<file path="config.mk">
export PLATFORM = sky130hd
export DESIGN_NAME = i2c_req_arbiter_flat
export DESIGN_NICKNAME = d
export VERILOG_FILES = /design/src/rtl/i2c_req_arbiter_if.sv /design/src/rtl/i2c_req_arbiter.sv /design/src/flat_wrapper.sv
export SDC_FILE = /design/constraint.sdc
export NUM_CORES = 1
export LEC_CHECK = 0
export ABC_AREA = 1
export CORE_MARGIN = 4
export CORE_UTILIZATION = 41
export CTS_BUF_LIST = sky130_fd_sc_hd__clkbuf_16
export DETAILED_ROUTE_END_ITERATION = 16
export PLACE_DENSITY = 0.82
export SETUP_SLACK_MARGIN = 0.15
export SYNTH_ARGS = -nofsm -noshare
export SYNTH_HDL_FRONTEND = slang
export SYNTH_SLANG_ARGS = --single-unit
</file>
<file path="constraint.sdc">
create_clock -name clk -period 2.13 [get_ports clk]
set_input_delay 0.426 -clock clk [delete_from_list [all_inputs] [get_ports clk]]
set_output_delay 0.426 -clock clk [all_outputs]
set_load 0.03 [all_outputs]
</file>
<file path="src/rtl/i2c_req_arbiter_if.sv">
// Master-side port of the I2C request arbiter:
// newd/op/addr/din out, dout/busy/ack_err/done back.
interface i2c_req_arbiter_if;
  logic       m_newd;
  logic       m_op;
  logic [6:0] m_addr;
  logic [7:0] m_din;
  logic [7:0] m_dout;
  logic       m_busy;
  logic       m_ack_err;
  logic       m_done;

  modport master (
    output m_newd, m_op, m_addr, m_din,
    input  m_dout, m_busy, m_ack_err, m_done
  );

  modport slave (
    input  m_newd, m_op, m_addr, m_din,
    output m_dout, m_busy, m_ack_err, m_done
  );
endinterface

</file>
<file path="src/rtl/i2c_req_arbiter.sv">
// Round-robin arbiter sharing one I2C master among N_REQ clients.
// Define I2C_ARB_TIMEOUT_EN to add a WAIT-state watchdog.
module i2c_req_arbiter #(
  parameter int N_REQ          = 4,
  parameter int NEWD_HOLD      = 5,
  parameter int TIMEOUT_CYCLES = 4096
) (
  input  logic               clk,
  input  logic               rst,
  input  logic [N_REQ-1:0]   req,
  input  logic [N_REQ-1:0]   req_op,
  input  logic [7*N_REQ-1:0] req_addr,
  input  logic [8*N_REQ-1:0] req_din,
  output logic [N_REQ-1:0]   gnt,
  output logic [N_REQ-1:0]   rsp_valid,
  output logic [7:0]         rsp_data,
  output logic               rsp_err,
  output logic               arb_busy,
  i2c_req_arbiter_if.master  m
);

  localparam int PW = $clog2(N_REQ);
  localparam int HW = $clog2(NEWD_HOLD + 1);

  if (N_REQ < 2 || N_REQ > 8 || NEWD_HOLD < 1 ||
      TIMEOUT_CYCLES < 1) begin : g_bad_param
    $error("i2c_req_arbiter: illegal parameter");
  end

  typedef enum logic [1:0] {IDLE, ISSUE, WAIT, RESP} state_t;

  state_t           state_q, state_d;
  logic [PW-1:0]    rr_ptr_q, rr_ptr_d;
  logic [HW-1:0]    hold_q, hold_d;
  logic [N_REQ-1:0] gnt_q, gnt_d;
  logic [N_REQ-1:0] rsp_valid_q, rsp_valid_d;
  logic [7:0]       rsp_data_q, rsp_data_d;
  logic             rsp_err_q, rsp_err_d;
  logic             busy_q, busy_d;
  logic             newd_q, newd_d;
  logic             op_q, op_d;
  logic [6:0]       addr_q, addr_d;
  logic [7:0]       din_q, din_d;
  logic             done_q;
  logic             done_edge;
  logic             found;
  logic [PW-1:0]    win_idx;

`ifdef I2C_ARB_TIMEOUT_EN
  localparam int TW = $clog2(TIMEOUT_CYCLES + 1);
  logic [TW-1:0]    wdog_q, wdog_d;
`endif

  assign done_edge = m.m_done & ~done_q;

  // First requester at or after rr_ptr, wrapping
  always_comb begin
    found   = 1'b0;
    win_idx = '0;
    for (int i = 0; i < N_REQ; i++) begin
      if (!found && req[(int'(rr_ptr_q) + i) % N_REQ]) begin
        found   = 1'b1;
        win_idx = PW'((int'(rr_ptr_q) + i) % N_REQ);
      end
    end
  end

  always_comb begin
    state_d     = state_q;
    rr_ptr_d    = rr_ptr_q;
    hold_d      = hold_q;
    gnt_d       = gnt_q;
    rsp_valid_d = '0;
    rsp_data_d  = rsp_data_q;
    rsp_err_d   = rsp_err_q;
    newd_d      = newd_q;
    op_d        = op_q;
    addr_d      = addr_q;
    din_d       = din_q;
`ifdef I2C_ARB_TIMEOUT_EN
    wdog_d      = wdog_q;
`endif
    unique case (state_q)
      IDLE: begin
        if (found && !m.m_busy) begin
          state_d  = ISSUE;
          gnt_d    = {{(N_REQ-1){1'b0}}, 1'b1} << win_idx;
          rr_ptr_d = PW'((int'(win_idx) + 1) % N_REQ);
          hold_d   = '0;
          op_d     = req_op[win_idx];
          addr_d   = req_addr[int'(win_idx)*7 +: 7];
          din_d    = req_din[int'(win_idx)*8 +: 8];
        end
      end
      ISSUE: begin
        if (hold_q == HW'(NEWD_HOLD)) begin
          newd_d  = 1'b0;
          state_d = WAIT;
`ifdef I2C_ARB_TIMEOUT_EN
          wdog_d  = '0;
`endif
        end else begin
          newd_d = 1'b1;
          hold_d = hold_q + HW'(1);
        end
      end
      WAIT: begin
        if (done_edge) begin
          state_d     = RESP;
          rsp_valid_d = gnt_q;
          rsp_data_d  = op_q ? m.m_dout : 8'h00;
          rsp_err_d   = m.m_ack_err;
        end
`ifdef I2C_ARB_TIMEOUT_EN
        else if (wdog_q == TW'(TIMEOUT_CYCLES - 1)) begin
          state_d     = RESP;
          rsp_valid_d = gnt_q;
          rsp_data_d  = 8'h00;
          rsp_err_d   = 1'b1;
        end else begin
          wdog_d = wdog_q + TW'(1);
        end
`endif
      end
      RESP: begin
        state_d    = IDLE;
        gnt_d      = '0;
        rsp_data_d = 8'h00;
        rsp_err_d  = 1'b0;
      end
      default: state_d = IDLE;
    endcase
    busy_d = (state_d != IDLE);
  end

  always_ff @(posedge clk) begin
    if (rst) begin
      state_q     <= IDLE;
      rr_ptr_q    <= '0;
      hold_q      <= '0;
      gnt_q       <= '0;
      rsp_valid_q <= '0;
      rsp_data_q  <= 8'h00;
      rsp_err_q   <= 1'b0;
      busy_q      <= 1'b0;
      newd_q      <= 1'b0;
      op_q        <= 1'b0;
      addr_q      <= 7'h00;
      din_q       <= 8'h00;
      done_q      <= 1'b0;
`ifdef I2C_ARB_TIMEOUT_EN
      wdog_q      <= '0;
`endif
    end else begin
      state_q     <= state_d;
      rr_ptr_q    <= rr_ptr_d;
      hold_q      <= hold_d;
      gnt_q       <= gnt_d;
      rsp_valid_q <= rsp_valid_d;
      rsp_data_q  <= rsp_data_d;
      rsp_err_q   <= rsp_err_d;
      busy_q      <= busy_d;
      newd_q      <= newd_d;
      op_q        <= op_d;
      addr_q      <= addr_d;
      din_q       <= din_d;
      done_q      <= m.m_done;
`ifdef I2C_ARB_TIMEOUT_EN
      wdog_q      <= wdog_d;
`endif
    end
  end

  assign gnt       = gnt_q;
  assign rsp_valid = rsp_valid_q;
  assign rsp_data  = rsp_data_q;
  assign rsp_err   = rsp_err_q;
  assign arb_busy  = busy_q;
  assign m.m_newd  = newd_q;
  assign m.m_op    = op_q;
  assign m.m_addr  = addr_q;
  assign m.m_din   = din_q;

endmodule

</file>
<file path="src/flat_wrapper.sv">
// flat-port wrapper written by rule: the top's interface ports become plain ports
module i2c_req_arbiter_flat 
#(
  parameter int N_REQ          = 4,
  parameter int NEWD_HOLD      = 5,
  parameter int TIMEOUT_CYCLES = 4096
)
  (clk, rst, req, req_op, req_addr, req_din, gnt, rsp_valid, rsp_data, rsp_err, arb_busy, m_m_newd, m_m_op, m_m_addr, m_m_din, m_m_dout, m_m_busy, m_m_ack_err, m_m_done);
  i2c_req_arbiter_if m_i ();
  input  logic clk;
  input  logic rst;
  input  logic [N_REQ-1:0] req;
  input  logic [N_REQ-1:0] req_op;
  input  logic [7*N_REQ-1:0] req_addr;
  input  logic [8*N_REQ-1:0] req_din;
  output logic [N_REQ-1:0] gnt;
  output logic [N_REQ-1:0] rsp_valid;
  output logic [7:0] rsp_data;
  output logic rsp_err;
  output logic arb_busy;
  output wire logic [$bits(m_i.m_newd)-1:0] m_m_newd;
  output wire logic [$bits(m_i.m_op)-1:0] m_m_op;
  output wire logic [$bits(m_i.m_addr)-1:0] m_m_addr;
  output wire logic [$bits(m_i.m_din)-1:0] m_m_din;
  input wire logic [$bits(m_i.m_dout)-1:0] m_m_dout;
  input wire logic [$bits(m_i.m_busy)-1:0] m_m_busy;
  input wire logic [$bits(m_i.m_ack_err)-1:0] m_m_ack_err;
  input wire logic [$bits(m_i.m_done)-1:0] m_m_done;
  assign m_m_newd = m_i.m_newd;
  assign m_m_op = m_i.m_op;
  assign m_m_addr = m_i.m_addr;
  assign m_m_din = m_i.m_din;
  assign m_i.m_dout = m_m_dout;
  assign m_i.m_busy = m_m_busy;
  assign m_i.m_ack_err = m_m_ack_err;
  assign m_i.m_done = m_m_done;
  i2c_req_arbiter #(.N_REQ(N_REQ), .NEWD_HOLD(NEWD_HOLD), .TIMEOUT_CYCLES(TIMEOUT_CYCLES)) u_core (.clk(clk), .rst(rst), .req(req), .req_op(req_op), .req_addr(req_addr), .req_din(req_din), .gnt(gnt), .rsp_valid(rsp_valid), .rsp_data(rsp_data), .rsp_err(rsp_err), .arb_busy(arb_busy), .m(m_i));
endmodule
</file>
==> metrics.txt <==
DR WL met2 4942 microns; met3 wire length 927 microns; Peak Freq 0.4950 GHz; Synth Cell Area 2461 sq um; nets 599; full die area 7306 sq um; via count 3,233; Layout area overhead 84.95%; final setup fails 0; first-pass GRT wire length 14,350 microns; # Max-Cap Violations 0; largest family of logic cells by synthesized area simple AND/OR/NAND/NOR gates; antenna violations before repair 0; clock skew 0.004620 ns; TritonCTS clock tree built; die span in y 85.48 microns; Max H-tree Level 2; met1 WL 3729 microns; die width 85.48 microns; vias in the first global route 3,038; CP endpoint kind register; Worst-Skew Late Latency 0.29 ns; crit path kind reg -> reg; clock root buffer clkbuf_16; DP Wirelength 6279 microns; WL final 9822 microns; CP max stage delay 0.40 ns; RSZ-0062 raised after global routing yes; Syn Nets 455; # clock sinks 43; minimum clock period 2.020 ns; Core Footprint 5675 sq um; io pins 116; Routed Antenna Nets 0; number of synthesized register bits 43; Buf/Inv on CP 3; synth warn 0; Placer Congestion 0.8615; WL per Instance 16.79 microns; Avg Vias per Cell 5.526; drc violations 0; r2r startpoint u_core.rr_ptr_q[0]$_SDFFE_PP0P_; Reg clk slew, reported paths 0.06 ns; Post-CTS Hold Buffers 0; number of synthesized flops with an enable pin 0; Util after Layout 0.8020; crit-path max FO 7; leakage power 0.001991 uW; pwr dens 1290 nW/um^2; initial DRC count 185; First-pass DRT Iterations 7; Hold Fails Final Rpt 0; Simple-Gate Fraction of Synth Area 0.4825; layout cell share with drive strength beyond 1 0.2242; TritonCTS Buffers 5; clock buffer depth 2; WP data arrival 2.22 ns; Initial Utilization 0.4336; peak supply drop 0.0008077 V; Seq/Total Area, Yosys 0.3498; Yosys cell types 30; Worst Setup SP u_core.rr_ptr_q[0]$_SDFFE_PP0P_; Synth Area in XOR/XNOR 0.003559; Congestion Overflow GR 0; buffers added on ports 115; status complete, no violations; Adder-Cell Fraction of Synth Area 0.03050; Syn Inst Count 368; Slew @ Worst Pin 0.6965 ns; ant diodes 0; Hold Crit Start u_core.m.m_din[2]$_SDFFE_PP0P_; post-synthesis compound-gate area fraction 0.04728; Critical Path, Cell by Cell buf_12 > nand2_8 > nand3_2 > nand2_2 > nor2_4 > buf_4 > nand4_1 > nand2_4 > inv_4 > ha_1 > nand2_1 > o21ai_1; critical path's slowest cell dfxtp_4; Fin Setup TNS 0 ns; Worst setup SP type register; mux contribution to synthesized area 0; Top Layer Used met4; num rows 27; Crit path required time 2.33 ns; Hold/Removal Path Class reg -> reg; Slew Viols, Final 0; largest net degree at the start of global routing 22; ys flop type dfxtp_1; crit share post-route 0.9484; relative slew slack 0.5357; CP top delay family simple AND/OR/NAND/NOR gates; share of synthesized flip-flops with an asynchronous set or reset 0; syn avg cell area 6.688 sq um; GRT Util Overall 0.2428
-- worst reg2reg max path, delay by kind of cell, from the launching register on --
family	cells	cell delay, ns
and+or+nand+nor	7	0.75
DFF	1	0.40
buffers and inverters	3	0.37
adders and majority gates	1	0.29
AOI/OAI and AO/OA	1	0.13
-- Yosys cell counts (2+ instances only) --
cell,count,share of area
nand2_1,126,0.19
nand2_2,4,0.010
nor4_1,3,0.0076
inv_2,2,0.0031
o21ai_0,2,0.0041
nand4_1,33,0.084
inv_1,15,0.023
a21oi_1,12,0.024
nand3_2,2,0.0081
clkbuf_1,6,0.0092
buf_6,2,0.0092
dfxtp_1,43,0.35
o21ai_1,6,0.012
inv_4,2,0.0051
nor2_1,12,0.018
nand3_1,66,0.13
nand2_4,2,0.0092
ha_1,6,0.031
buf_4,5,0.015
buf_2,9,0.018
-- sequential cells by signal (all words and copies together) (netlist names), 2 cells and up --
register / count
u_core.rr_ptr_q: 2
u_core.state_q: 2
u_core.m.m_din: 8
u_core.gnt: 4
u_core.m.m_addr: 7
u_core.rsp_valid: 4
u_core.rsp_data: 8
u_core.hold_q: 3
-- cells in the final DEF, fill, tap and decap left out, drive strengths merged --
cell / count
clkinv: 2
inv: 20
a21oi: 12
nor3: 1
dlymetal6s2s: 1
xor2: 1
dfxtp: 43
nor2: 14
and3: 1
clkbuf: 5
o21ai: 8
o32ai: 1
clkdlybuf4s50: 110
nand4: 33
dlygate4sd2: 4
buf: 43
nor4: 3
bufinv: 2
a211oi: 1
bufbuf: 1
ha: 6
nand3: 69
nand2: 132
-- per-stage QoR --
step	cell area (sq um)	total power (uW)	hold slack, ns	std cells	worst slack [ns]
2_1_floorplan	2461	2744	0.4458	368	0.2636
3_3_place_gp	3862	3845	0.4371	563	-0.3516
3_5_place_dp	3862	3883	0.4453	563	-0.3960
4_1_cts	4265	5408	0.4558	576	0.1517
5_1_grt	4552	6193	0.4724	585	0.005339
6_report	4552	5874	0.4531	585	0.1100
-- routing by layer --
layer / vias up / track usage
li1: 1540 / -
met1: 1486 / 0.2694
met2: 182 / 0.4371
met3: 25 / 0.07476
met4: 0 / 0.08058
met5: - / 0
-- kinds of logic after synthesis --
family,after synthesis
xor+xnor,1
simple gates,253
compound gates,22
fa+ha+maj,6
flops,43
buf+inv,43
-- final cells by class --
class	count	area, sq um
clock inverters	3	63.81
clock buffers	5	125.1
repair buffers	159	1669
inverters	21	96.34
multi-input cells	282	1639
flip-flops and latches	43	868.3
well taps	72	90.09
fillers	365	1124
-- repair_timing --
action,in CTS,in global routing
setup buffers,2,9
resized for setup,39,52
pin swaps,8,20
endpoints found under the setup margin,21,24
gates cloned,3,0
-- report_power, final --
part	switching, uW	internal (uW)
logic	2000	1770
registers	142	989
clock network	309	667
total	2450	3420
-- worst paths after layout --
| kind | end | slack, ns | cells past startpoint |
|---|---|---|---|
| min | u_core.m.m_din[2]$_SDFFE_PP0P_ | 0.45 | 2 |
| max reg2reg | u_core.rr_ptr_q[1]$_SDFFE_PP0P_ | 0.11 | 12 |
| min reg2reg | u_core.m.m_din[2]$_SDFFE_PP0P_ | 0.45 | 2 |
| max | u_core.rr_ptr_q[1]$_SDFFE_PP0P_ | 0.11 | 12 |
(Power assumes the default switching activity.)
==> patch 1: new RTL, same settings <==
Add a define of `I2C_ARB_TIMEOUT_EN`.
--- a/src/rtl/i2c_req_arbiter.sv
+++ b/src/rtl/i2c_req_arbiter.sv
@@ -1,5 +1,7 @@
 // Round-robin arbiter sharing one I2C master among N_REQ clients.
 // Define I2C_ARB_TIMEOUT_EN to add a WAIT-state watchdog.
+`define I2C_ARB_TIMEOUT_EN
+
 module i2c_req_arbiter #(
   parameter int N_REQ          = 4,
   parameter int NEWD_HOLD      = 5,
Formal check against the unedited RTL: same outputs for any inputs over 4 cycles, from zero or initial values and one cycle with rst high; that may be too few to reach the edited logic, so the function may still have changed.
==> patch 1 against the unedited design <==
Routed wire length down 3.3%; worst setup slack improved by 0.16 ns; design area rose by 4.6%; critical endpoint is now u_core.gnt[1]; sequential share of layout area increased by 4.5 points; area after synthesis rose by 27%; total power is 24% lower; sequential cell count grew 13.
==> patch 1: results (changes against the unedited design) <==
metric	value	unit	change
Buffers on Ports	115		unchanged
vias	3524		was 3233
CP Data Arrival Time	2.03	ns	was 2.22 ns
HPWL after DPL	7200	um	was 6280 um
max-slew violations	0		unchanged
Rel. slew slack	75.1	%	was 53.6%
crit path from	u_core.rr_ptr_q[0]		unchanged
DR iter-0 viols	130		was 185
status	finished clean		unchanged
Peak VDD IR	0.514	mV	was 0.808 mV
GPL Wtd Cong	0.879		was 0.862
gr ovfl total	0		unchanged
H-Tree Level Count	2		unchanged
ratio of cells with drive above 1 in the final layout	13.1	%	was 22.4%
Main synth FF type	dfxtp_1		unchanged
sequential fraction of the synthesis area	35.7	%	was 35.0%
Worst-path clk slew	0.07	ns	
GRT Overall Usage	19.8	%	was 24.3%
Slowest cell on crit path	dfxtp_2		was dfxtp_4
clk_skew	0.00564	ns	was 0.00462 ns
initial antenna violation count	0		unchanged
Worst Hold Class	reg -> reg		unchanged
Placed Area	0.00448	mm^2	was 0.00386 mm^2
max reg flops	13		
Largest Register	u_core.wdog_q		
Num CTS Buffers	5		unchanged
min-delay src	u_core.m.m_din[4]		was u_core.m.m_din[2]
aggregate routed wire length	9500	um	was 9820 um
Clock Latency Late Sink	0.29	ns	about the same
CP delay by family, top	simple AND/OR/NAND/NOR gates		unchanged
most common cell in the synthesized netlist	nand2_1		unchanged
first drt pass iteration count	4		was 7
ant diodes	0		unchanged
Yosys Warn Count	0		unchanged
Largest stage delay, worst path	0.33	ns	was 0.40 ns
async set or reset register ratio after synthesis	0	%	unchanged
root buffer cell	clkbuf_16		unchanged
largest net degree at the start of global routing	21		was 22
crit-path max FO	9		was 7
leak pwr	2.07	nW	was 1.99 nW
count of cell types in the netlist	37		was 30
Nets	690		was 599
first-pass GRT wire length	14800	um	was 14400 um
synth top area cells	dfxtp_1 (36%), nand2_1 (20%), nand3_1 (10%)		was dfxtp_1 (35%), nand2_1 (19%), nand3_1 (13%)
most instantiated cells after synthesis	nand2_1 (163), nand3_1 (63), dfxtp_1 (56), inv_1 (37), nor2_1 (32)		was nand2_1 (126), nand3_1 (66), dfxtp_1 (43), nand4_1 (33), inv_1 (15)
Max Root-Sink Buffers	2		unchanged
syn nets	558		was 455
vias in the first global route	3382		was 3038
-- patch 1: metal layers --
metal	share of wire [%]	GRT usage (%)
met5	0	0
met4	0.74	5.33
met3	6.1	3.71
met2	52	36.6
met1	42	23.3
-- patch 1: final cells by class --
type                    count  area [um^2]
clock buffers               5          125
fillers                   595         2570
multi-input cells         356         1800
flip-flops and latches     56         1120
well taps                  99          124
clock inverters             3         21.3
inverters                  43          169
repair buffers            140         1410
-- patch 1: metrics by stage --
step                      worst slack, ns  util (%)  total power [mW]  hold WS [ns]  std cells
final                               0.267      65.0              4.46         0.453        702
after global routing                0.141      65.0              4.77         0.473        702
after CTS                           0.153      63.3              4.33         0.453        699
after detailed placement           -0.256      61.1              3.49         0.441        691
after global placement             -0.152      61.1              3.45         0.437        691
after floorplan                     0.227         -              2.78         0.437        470
-- patch 1: power by group --
group          switching, mW  leakage [nW]  internal [mW]  total [mW]
sequential            0.0906         0.456           1.18        1.27
combinational           1.37          1.54           1.00        2.37
clock                  0.373        0.0702          0.438       0.811
-- patch 1: worst min-delay path: cells and delay by family, from the launching register on --
kind             cells  cell delay (ns)
DFF                  1             0.31
and+or+nand+nor      2             0.10
-- patch 1: repair_timing --
item | in CTS | in global routing
setup buffers | 0 | 3
gates cloned | 0 | 0
pin swaps | 6 | 7
gates resized for setup | 5 | 34
endpoints found under the setup margin | 18 | 49
hold buffers | 0 | 0
-- patch 1: final timing paths --
kind	endpoint	slack, ns	depth (start not counted)
worst min register to register	u_core.m.m_din[4]	0.45	2
worst max register to register	u_core.gnt[1]	0.27	14
worst max-delay path	u_core.gnt[1]	0.27	14
worst min-delay path	u_core.m.m_din[4]	0.45	2
-- patch 1: cells by family after synthesis --
group           count (synthesis)  share of synthesized area (%)
compound gates                 49                           8.26
simple gates                  297                           43.0
fa+ha+maj                       7                           2.79
buf+inv                        58                           9.37
xor+xnor                        3                          0.838
flops                          56                           35.7
==> patch 2: new RTL, same flow settings <==
Made on the original files. The 4 states of `state_t` get a one-hot encoding in 4 bits.
--- a/src/rtl/i2c_req_arbiter.sv
+++ b/src/rtl/i2c_req_arbiter.sv
@@ -27,7 +27,7 @@
     $error("i2c_req_arbiter: illegal parameter");
   end
 
-  typedef enum logic [1:0] {IDLE, ISSUE, WAIT, RESP} state_t;
+  typedef enum logic [3:0] {IDLE = 4'b0001, ISSUE = 4'b0010, WAIT = 4'b0100, RESP = 4'b1000} state_t;
 
   state_t           state_q, state_d;
   logic [PW-1:0]    rr_ptr_q, rr_ptr_d;
Function: no difference found for any inputs over 4 cycles, from zero or initial values and one cycle with rst high; so few cycles prove little.
==> patch 2 against the unedited design <==
Area after synthesis increased by 2.6%; die area grew 2.4%; total power shrank 10%; hold slack about the same; first-iteration DRC count rose by 0.54%; sequential cell count up 2; worst setup slack improved by 0.11 ns; non-clock buffer count is 17 lower; core utilization shrank 9.9 points; design area is 8.1% lower; via count fell by 8.4%; routed wire length shrank 18%; combinational power shrank 12%; highest routed layer unchanged.
==> patch 2: results (changes against the unedited design) <==
metric	value	unit	change
routed length per instance	13.2	um	was 16.8 um
leak pwr	1.93	nW	was 1.99 nW
sequential fraction of the synthesis area	35.7	%	was 35.0%
first drt pass iteration count	4		was 7
clk_skew	0.00256	ns	was 0.00462 ns
synth top area cells	dfxtp_1 (36%), nand2_1 (21%), nand3_1 (16%)		was dfxtp_1 (35%), nand2_1 (19%), nand3_1 (13%)
ratio of cells with drive above 1 in the final layout	15.3	%	was 22.4%
largest net degree at the start of global routing	19		was 22
register-to-register setup slack	0.22	ns	was 0.11 ns
Placed Area	0.00387	mm^2	was 0.00386 mm^2
Worst Hold Class	reg -> reg		unchanged
first-pass GRT wire length	12600	um	was 14400 um
GRT Overall Usage	20.6	%	was 24.3%
vias in the first global route	2921		was 3038
most instantiated cells after synthesis	nand2_1 (140), nand3_1 (83), dfxtp_1 (45), inv_1 (38), nor2_1 (21)		was nand2_1 (126), nand3_1 (66), dfxtp_1 (43), nand4_1 (33), inv_1 (15)
Largest stage delay, worst path	0.36	ns	was 0.40 ns
syn nets	481		was 455
Clock Latency Late Sink	0.28	ns	
status	finished clean		unchanged
Nets	616		was 599
CP Data Arrival Time	2.09	ns	was 2.22 ns
routed vias/inst	4.90		was 5.53
GPL Wtd Cong	0.877		was 0.862
count of cell types in the netlist	28		was 30
HPWL after DPL	6030	um	was 6280 um
Peak VDD IR	0.893	mV	was 0.808 mV
DR iter-0 viols	186		was 185
H-Tree Level Count	2		unchanged
Rel. slew slack	58.3	%	was 53.6%
crit-path max FO	14		was 7
async set or reset register ratio after synthesis	0	%	unchanged
Worst-path clk slew	0.07	ns	
Yosys Warn Count	0		unchanged
CP delay by family, top	simple AND/OR/NAND/NOR gates		unchanged
[patch 2: cell count changes in the layout (fill, tap and decap cells not counted), sizes merged, moves of 9 or more]
cell / change
nor2: +9
inv: +25
nand3: +16
nand4: -32
buf: -17
nand2: +14
[patch 2: path summary, 6_finish.rpt]
kind	cells after the start	endpoint	startpoint
min reg2reg	2	u_core.m.m_din[4]	u_core.m.m_din[4]
max reg2reg	13	u_core.m.m_addr[4]	u_core.rr_ptr_q[0]
max	13	u_core.m.m_addr[4]	u_core.rr_ptr_q[0]
min	2	u_core.m.m_din[4]	u_core.m.m_din[4]
[patch 2: timing repair]
| item | CTS | global route |
|---|---|---|
| gates resized for setup | 0 | 43 |
| endpoints found under the setup margin | 0 | 26 |
| setup buffers | 0 | 3 |
| hold buffers | 0 | 0 |
[patch 2: cell type report]
type,count,area [um^2]
Timing Repair Buffer,142,1420
Clock buffer,5,125
Sequential cell,45,906
Multi-Input combinational cell,290,1440
Fill cell,487,1770
Clock inverter,3,21.3
Inverter,45,179
Tap cell,75,93.8
[patch 2: per-stage QoR]
step,cells,util [%],power [mW],setup WS [ns],hold slack (ns)
2_1_floorplan,394,-,3.06,0.256,0.468
3_3_place_gp,593,65.0,4.11,-0.0658,0.437
3_5_place_dp,593,65.0,4.18,-0.135,0.444
4_1_cts,601,67.5,4.96,0.159,0.457
5_1_grt,605,70.3,5.67,0.108,0.477
6_report,605,70.3,5.26,0.223,0.453
[patch 2: cell families after synthesis]
family | count (synthesis) | share of synthesized area, %
simple gates | 260 | 45.2
fa+ha+maj | 6 | 2.97
buf+inv | 59 | 11.1
xor+xnor | 1 | 0.347
compound gates | 23 | 4.71
flops | 45 | 35.7
[patch 2: power by group]
group	switching (mW)	internal, mW
registers	0.136	1.03
logic	1.88	1.44
clock network	0.338	0.437
[patch 2: worst min-delay path: stages, from the launching register on]
cell     delay (ns)
dfxtp_1        0.31
nand2_1        0.06
nand2_1        0.04
[patch 2: metal layers]
metal | GRT usage, % | routed length [um] | share of wire [%] | vias up
li1 | - | - | - | 1520
met1 | 25.1 | 3290 | 41 | 1308
met2 | 36.5 | 4040 | 50 | 122
met5 | 0 | 0 | 0 | -
met4 | 4.82 | 107 | 1.3 | 0
met3 | 4.85 | 570 | 7.1 | 12
